File: src/rtl/alu_serial.sv
// alu_serial: bit-serial 32-bit ALU, one bit per cycle LSB first, fixed 34-cycle operation.
// Define ALU_SERIAL_SEQ_EN to add the SEQ (set-if-equal, code 1111) operation.
module alu_serial (
   input  logic        clk_i,
   input  logic        rst_i,
   input  logic        start_i,
   input  logic [31:0] src1_i,
   input  logic [31:0] src2_i,
   input  logic [3:0]  ALU_control_i,
   output logic [31:0] result_o,
   output logic        zero_o,
   output logic        cout_o,
   output logic        overflow_o,
   output logic        busy_o,
   output logic        done_o
);
   typedef enum logic [1:0] {IDLE, RUN, FIN} state_t;
   typedef struct packed {
      logic       valid;
      logic       a_inv;
      logic       b_inv;
      logic [1:0] op;
   } dec_t;

   function automatic dec_t decode(input logic [3:0] c);
      case (c)
         4'b0000: decode = '{1'b1, 1'b0, 1'b0, 2'd0};
         4'b0001: decode = '{1'b1, 1'b0, 1'b0, 2'd1};
         4'b0010: decode = '{1'b1, 1'b0, 1'b0, 2'd2};
         4'b0110: decode = '{1'b1, 1'b0, 1'b1, 2'd2};
         4'b0111: decode = '{1'b1, 1'b0, 1'b1, 2'd3};
         4'b1100: decode = '{1'b1, 1'b1, 1'b1, 2'd0};
         4'b1101: decode = '{1'b1, 1'b1, 1'b1, 2'd1};
`ifdef ALU_SERIAL_SEQ_EN
         4'b1111: decode = '{1'b1, 1'b0, 1'b1, 2'd2};
`endif
         default: decode = '0;
      endcase
   endfunction

   function automatic logic cin_of(input logic [3:0] c);
`ifdef ALU_SERIAL_SEQ_EN
      cin_of = c == 4'b0110 || c == 4'b0111 || c == 4'b1111;
`else
      cin_of = c == 4'b0110 || c == 4'b0111;
`endif
   endfunction

   state_t      state_q, state_d;
   logic [4:0]  cnt_q, cnt_d;
   logic        carry_q, carry_d;
   logic [31:0] a_q, a_d, b_q, b_d, acc_q, acc_d, result_q, result_d;
   logic [3:0]  ctrl_q, ctrl_d;
   logic        zero_q, zero_d, cout_q, cout_d, ovf_q, ovf_d;
   dec_t        dec;
   logic        a, b, sum, bit_r, carry_n, ovf, less, is_slt, is_arith;
   logic [31:0] final_r;
`ifdef ALU_SERIAL_SEQ_EN
   logic        eq_q, eq_d;
`endif

   always_comb begin
      dec      = decode(ctrl_q);
      a        = dec.a_inv ^ a_q[0];
      b        = dec.b_inv ^ b_q[0];
      sum      = a ^ b ^ carry_q;
      bit_r    = dec.op == 2'd0 ? a & b : dec.op == 2'd1 ? a | b : sum;
      carry_n  = dec.op[1] & ((carry_q & (a | b)) | (a & b));
      ovf      = carry_q ^ carry_n;
      less     = sum ^ ovf;
      is_slt   = ctrl_q == 4'b0111;
      is_arith = ctrl_q == 4'b0010 || ctrl_q == 4'b0110;
`ifdef ALU_SERIAL_SEQ_EN
      final_r  = !dec.valid ? 32'd0 : is_slt ? {31'd0, less} :
                 ctrl_q == 4'b1111 ? {31'd0, eq_q & ~sum} : {bit_r, acc_q[31:1]};
      eq_d     = eq_q;
`else
      final_r  = !dec.valid ? 32'd0 : is_slt ? {31'd0, less} : {bit_r, acc_q[31:1]};
`endif
      state_d  = state_q;
      cnt_d    = cnt_q;
      carry_d  = carry_q;
      a_d      = a_q;
      b_d      = b_q;
      acc_d    = acc_q;
      ctrl_d   = ctrl_q;
      result_d = result_q;
      zero_d   = zero_q;
      cout_d   = cout_q;
      ovf_d    = ovf_q;
      case (state_q)
         IDLE: if (start_i) begin
            state_d = RUN;
            a_d     = src1_i;
            b_d     = src2_i;
            ctrl_d  = ALU_control_i;
            carry_d = cin_of(ALU_control_i);
            cnt_d   = 5'd0;
`ifdef ALU_SERIAL_SEQ_EN
            eq_d    = 1'b1;
`endif
         end
         RUN: begin
            a_d     = a_q >> 1;
            b_d     = b_q >> 1;
            acc_d   = {bit_r, acc_q[31:1]};
            carry_d = carry_n;
            cnt_d   = cnt_q + 5'd1;
`ifdef ALU_SERIAL_SEQ_EN
            eq_d    = eq_q & ~sum;
`endif
            // bit 31 closes the operation: capture the visible results
            if (cnt_q == 5'd31) begin
               state_d  = FIN;
               result_d = final_r;
               zero_d   = dec.valid & (final_r == 32'd0);
               cout_d   = carry_n;
               ovf_d    = is_arith & ovf;
            end
         end
         default: state_d = IDLE;
      endcase
   end

   always_ff @(posedge clk_i) begin
      if (rst_i) begin
         state_q  <= IDLE;
         cnt_q    <= '0;
         carry_q  <= 1'b0;
         a_q      <= '0;
         b_q      <= '0;
         acc_q    <= '0;
         ctrl_q   <= '0;
         result_q <= '0;
         zero_q   <= 1'b1;
         cout_q   <= 1'b0;
         ovf_q    <= 1'b0;
`ifdef ALU_SERIAL_SEQ_EN
         eq_q     <= 1'b0;
`endif
      end else begin
         state_q  <= state_d;
         cnt_q    <= cnt_d;
         carry_q  <= carry_d;
         a_q      <= a_d;
         b_q      <= b_d;
         acc_q    <= acc_d;
         ctrl_q   <= ctrl_d;
         result_q <= result_d;
         zero_q   <= zero_d;
         cout_q   <= cout_d;
         ovf_q    <= ovf_d;
`ifdef ALU_SERIAL_SEQ_EN
         eq_q     <= eq_d;
`endif
      end
   end

   assign result_o   = result_q;
   assign zero_o     = zero_q;
   assign cout_o     = cout_q;
   assign overflow_o = ovf_q;
   assign busy_o     = state_q != IDLE;
   assign done_o     = state_q == FIN;
endmodule

File: config.mk
export PLATFORM = sky130hd
export DESIGN_NAME = alu_serial
export DESIGN_NICKNAME = d
export VERILOG_FILES = /design/src/rtl/alu_serial.sv
export SDC_FILE = /design/constraint.sdc
export NUM_CORES = 1
export LEC_CHECK = 0
export BUFFER_PORTS_ARGS = -buffer_cell sky130_fd_sc_hd__buf_2
export CORE_MARGIN = 10
export CORE_UTILIZATION = 50
export CTS_BUF_LIST = sky130_fd_sc_hd__clkbuf_16
export DETAILED_ROUTE_END_ITERATION = 10
export PLACE_DENSITY = 0.73
export SETUP_SLACK_MARGIN = 0.2
export SYNTH_ARGS = -nofsm -noshare
export SYNTH_HDL_FRONTEND = slang
export SYNTH_SLANG_ARGS = --single-unit
File: constraint.sdc
create_clock -name clk_i -period 2.2 [get_ports clk_i]
set_input_delay 0.22 -clock clk_i [delete_from_list [all_inputs] [get_ports clk_i]]
set_output_delay 0.22 -clock clk_i [all_outputs]
set_load 0.05 [all_outputs]
==> Yosys cells after proc, flatten, opt, wreduce, memory -nomap -nowiden <==
Index checks and enable logic that the tools add are counted.
{ "totals": {"register_bits": 143, "latch_bits": 0, "ram_bits": 0, "mem_bits_ro": 0, "input_bits": 71, "output_inout_bits": 37, "elab_cells": 67, "mem_count": 0} }
{ "classes": {"addsub": 1, "mul": 0, "div": 0, "order_cmp": 0, "eq_ne": 14, "shifts": 0, "n_mux": 16, "bitwise": 13, "reduce_logical": 12} }
{ "op_table": {"columns": ["cell", "n"], "rows": [
  ["two-way mux 32 bit", 4],
  ["one-hot mux 32 bit (2 select lines)", 2],
  ["one-hot mux 5 bit (7 select lines)", 1],
  ["logical NOT 32 bit", 1],
  ["equality test 4 x 3 -> 1 bit, second input constant", 4],
  ["one-hot mux 5 bit (2 select lines)", 1],
  ["equality test 4 bit, second input constant", 2],
  ["AND reduction 2 bit", 4],
  ["bitwise XOR 1 bit", 6],
  ["adder 5 x 1 -> 5 bit, second input constant", 1],
  ["bitwise AND 1 bit", 5],
  ["equality test 5 bit, second input constant", 1],
  ["two-way mux 5 bit", 1],
  ["equality test 2 x 1 -> 1 bit, second input constant", 2],
  ["equality test 4 x 1 -> 1 bit, second input constant", 1],
  ["equality test 4 x 2 -> 1 bit, second input constant", 1],
  ["logical NOT 2 bit", 2],
  ["logical NOT 4 bit", 1],
  ["two-way mux 2 bit", 2],
  ["inequality test 2 bit, second input constant", 2],
  ["one-hot mux 2 bit (2 select lines)", 1],
  ["nonzero test 2 bit", 2],
  ["two-way mux 1 bit", 3],
  ["equality test 2 bit, second input constant", 1],
  ["other kinds (3)", 5]
]} }

==> Longest topological paths before layout <==
{ "logic_depth": {"ltp_word": 13, "mapped_depth": 11, "ltp_nobuf": 10} }

==> Worst setup path before layout <==
No wires, ideal clock.
{ "synth_timing": {"path_kind": "reg-to-reg", "from": "register ctrl_q[1]", "to": "register zero_q (netlist: zero_o)", "setup_ns": 0.119, "t_arrival_ns": 2.136, "required_ns": 2.081, "path_slack_ns": -0.055, "path_stages_with_launch": 12, "n_path_buf": 1, "synth_period_minus_slack_ns": 2.255, "cell_sequence": "dfxtp_1 -> buf_6 -> xor2_1 -> nand2_1 -> xnor2_1 -> inv_1 -> ha_1 -> or4b_1 -> a41oi_2 -> a221o_1 -> o31a_1 -> o21ai_2"} }
{ "synth_via": {"elab_chain_len": 13, "elab_cells_between_ends": 27, "classes_between": "eq/ne (7); mux (5); bitwise (12); reduce/logical (3)"} }
{ "synth_rtl": {"columns": ["item", "line", "rtl"], "rows": [
  ["start, declared", "53", "logic [3:0] ctrl_q, ctrl_d;"],
  ["start signal, assigned", "148", "ctrl_q <= ctrl_d;"],
  ["equality test 4 bit, or another cell as far along", "26", "case (c)"],
  ["one-hot mux 5 bit (7 select lines)", "26", null],
  ["bitwise XOR 1 bit (on tied branches)", "64, 65", null],
  ["OR 1 bit", "67, 68", null],
  ["bitwise AND 1 bit", "68", "carry_n = dec.op[1] & ((carry_q & (a | b)) | (a & b));"],
  ["OR 1 bit", "68", null],
  ["bitwise AND 1 bit", "68", null],
  ["bitwise XOR 1 bit", "69", "ovf = carry_q ^ carry_n;"],
  ["bitwise XOR 1 bit", "70", "less = sum ^ ovf;"],
  ["two-way mux 32 bit (2 in series)", "78", "final_r = !dec.valid ? 32'd0 : is_slt ? {31'd0, less} : {bit_r, acc_q[31:1]};"],
  ["logical NOT 32 bit", "116", "zero_d = dec.valid & (final_r == 32'd0);"],
  ["bitwise AND 1 bit *", "116", null],
  ["end signal, assigned", "150", "zero_q <= zero_d;"],
  ["end, declared", "54", "logic zero_q, zero_d, cout_q, cout_d, ovf_q, ovf_d;"]
]} }
Every way passes the cells marked *; elsewhere a longest branch is shown, timed or not.
A chain may end at the register's enable or synchronous reset.

==> Worst setup path in the final report <==
Same ends and word-level chain as after synthesis.

==> flow_metrics.env <==
export IMPL_required_ns=2.51
export IMPL_rsz0062_at_grt="true"
export IMPL_root_buffer="clkbuf_16"
export IMPL_place_ws_ns=-0.104
export IMPL_top_usage_layer="met2"
export IMPL_die_y_um=128
export IMPL_grt_max_degree=86
export IMPL_grt_pass1_vias=5247
export IMPL_syn_to_final_growth_pct=21.4
export IMPL_fin_area_sq_mm=0.00713
export IMPL_grt_total_usage_pct=17.3
export IMPL_diodes=0
export IMPL_layout_nets=913
export IMPL_cts_clk_slew_worst_paths_ns=0.06
export IMPL_fp_coreArea_sq_mm=0.0115
export IMPL_worst_setup_path_type="reg2reg"
export IMPL_numPortBuffers=107
export IMPL_hp_start="ALU_control_i[0]"
export IMPL_r2r_start="ctrl_q[1]"
export IMPL_worstMarginPinSlew_ns=0.478
export IMPL_setup_slack_ns=-0.00115
export IMPL_first_pass_iters=5
export IMPL_io_pins=108
export IMPL_die_x_um=128
export IMPL_clock_sinks=142
export IMPL_critPathLaunchType="flop"
export IMPL_drt_iter0_markers=390
export IMPL_violations="negative setup slack"
export IMPL_regArea_sq_mm=0.00285
export IMPL_r2r_cells=10
export IMPL_antenna_found_initial=0
export IMPL_met2_usage_pct=28.2
export IMPL_hold_ws_ns=0.0557
export IMPL_row_count=39
export IMPL_cts_tree="yes"
export IMPL_yosys_warnings=0
export IMPL_synth_nets=832
export IMPL_wire_per_inst_um=14.6
export IMPL_slew_headroom_pct=68.1
export IMPL_fin_crit_sh_pct=100
export IMPL_cts_htree_levels=4
export IMPL_endpoint_kind="flop"
export IMPL_fmax_ghz=0.454
export IMPL_fill_cells=1054
export IMPL_drc=0
export IMPL_skew_ns=0.00804
export IMPL_utilization_pct=62.2
export IMPL_period_minus_slack_ns=2.20
export IMPL_cts_inserted_buffers=17
export IMPL_hold_violations=0
export IMPL_power_leakage_uw=0.00285
export IMPL_synth_edf_count=0
export IMPL_netlist_area_sq_mm=0.00587
export IMPL_synth_distinct_cells=40
export IMPL_clk_latency_ns=0.42
export IMPL_grt_pass1_wl_mm=24.0
export IMPL_gp_congestion=0.776
export IMPL_worstPathMaxFanout=4
export IMPL_ir_worst_vdd_mv=0.606
export IMPL_hp_class="in2reg"
export IMPL_setup_viol=1
export IMPL_yosysSeqAreaShare_pct=48.4
export IMPL_cts_path_max_buffers=2
export IMPL_hpwl_mm=9.64
export IMPL_cap_violations=0
export IMPL_holdPathEnd="ctrl_q[0]"
export IMPL_power_density_mw_per_mm2=874
export IMPL_syn_area_per_cell_sq_um=7.77
export IMPL_viasPerCell=5.48
export IMPL_synthFlopType="dfxtp_1"
export IMPL_die_area_sq_mm=0.0165
export IMPL_hold_depth=3
export IMPL_met3_usage_pct=5.54
export IMPL_multi_input_area_sq_mm=0.00278
export IMPL_ant_nets=0
export IMPL_start_util_pct=51.2
export IMPL_via_count=5437
export IMPL_r2r_end="zero_o"
export IMPL_met1_usage_pct=20.7
export IMPL_cp_arrival_ns=2.51
export IMPL_routed_wl_mm=14.5
export IMPL_run_status="finished with violations"
export IMPL_ys_async_sr_fraction_pct=0
export IMPL_place_area_sq_mm=0.00654
export IMPL_ys_seq_elements=142
export IMPL_overflow=0
export IMPL_cts_hold_buf=0
export IMPL_synthCells=756
export IMPL_r2r_slack_ns=-0.001
export IMPL_slew_violations=0
export IMPL_drive_above_1_share_pct=20.6
## per-layer routing
metal | part of all wire [%] | vias to the layer above
li1 | - | 2747
met1 | 43 | 2517
met2 | 49 | 153
met3 | 6.3 | 20
met4 | 1.4 | 0
met5 | 0 | -
## how the worst max path moves through the flow
stage | startpoint | end | slack [ns] | depth (start not counted)
final | ctrl_q[1] | zero_o | -0.001 | 10
after global routing | ctrl_q[3] | zero_o | -0.14 | 10
after CTS | ctrl_q[1] | zero_o | 0.009 | 10
after detailed placement | ctrl_q[3] | zero_o | -0.10 | 10
after global placement | ctrl_q[3] | zero_o | 0.02 | 10
after floorplan | ctrl_q[1] | zero_o | 0.03 | 8
## layout by cell type (no fill, tap or decap), types with 2 or more instances in the layout
master      instances
a311oi_1           62
nand2b_1            5
a211oi_1            2
xor2_1              2
buf_12              3
clkinvlp_4          2
inv_1               4
nand2_1           233
clkbuf_16          17
nor4_1              7
buf_4              20
nand3_1            36
bufinv_16           3
clkinv_1            3
dfxtp_1           140
ha_1                3
buf_2             106
nand4_1             2
clkinv_2            5
nor2_1             80
nand3b_1            3
o21ai_2             2
nor3_1              5
xnor2_2             2
a21oi_1            75
nor2b_1             2
dfxtp_2             2
## sequential cells by signal (all words and copies together) (netlist names)
register	cells
result_o	32
cnt_q	5
carry_q	1
zero_o	1
b_q	32
state_q	2
overflow_o	1
ctrl_q	4
cout_o	1
a_q	32
acc_q	31
## critical path: stages, from the launching register on
cell	delay, ns
dfxtp_2	0.34
xor2_1	0.14
nand2_1	0.10
xnor2_2	0.20
inv_1	0.07
ha_2	0.18
or4b_4	0.48
a41oi_2	0.16
a221o_1	0.21
o31a_1	0.15
o21ai_2	0.05
## cells by family after synthesis
logic type	share of synthesized area [%]
XOR/XNOR	0.746
flip-flops	48.4
AND/OR/NAND/NOR	26.8
AO/OA/AOI/OAI	17.5
multiplexers	0.192
buffers and inverters	5.07
adder cells (fa/ha/maj)	1.19
## area by class of cell
cell class	count	share of cell area, %
Clock buffer	17	5.97
Clock inverter	15	2.16
Inverter	3	0.158
Multi-Input combinational cell	544	38.9
Sequential cell	142	39.9
Tap cell	143	2.51
Timing Repair Buffer	129	10.4
## through the flow
step	TNS, ns	std cells	total power [uW]
5_1_grt	-0.390	993	6470
2_1_floorplan	0	756	3260
6_report	-0.00115	993	6230
3_5_place_dp	-0.167	960	3450
3_3_place_gp	0	960	3420
4_1_cts	0	993	6260
## power by group
part	internal, uW	switching, uW	total (uW)
Combinational	243	384	628
Clock	1750	1070	2830
Sequential	2700	75.1	2780
## what timing repair did
item / in CTS / in global routing
gates resized for setup: 2 / 0
pin swaps: 3 / 0
setup endpoints to repair: 4 / 5
setup buffers: 1 / 0
## cell usage after synthesis (all sizes together) (2+ instances only)
master	count	area, sq um
nand2	234	878
dfxtp	142	2840
nor2	80	300
a21oi	76	384
a311oi	62	543
clkbuf	43	161
nand3	37	190
buf	24	125
nor4	7	43.8
nand2b	6	37.5
nor3	6	35.0
ha	4	50.1
inv	3	11.3
nand3b	3	22.5
nor2b	3	18.8
o21ai	3	22.5
xnor2	3	26.3
a211oi	2	15.0
and2	2	12.5
nand4	2	12.5
xor2	2	17.5
Note: power is estimated with default switching activity, not from simulation.
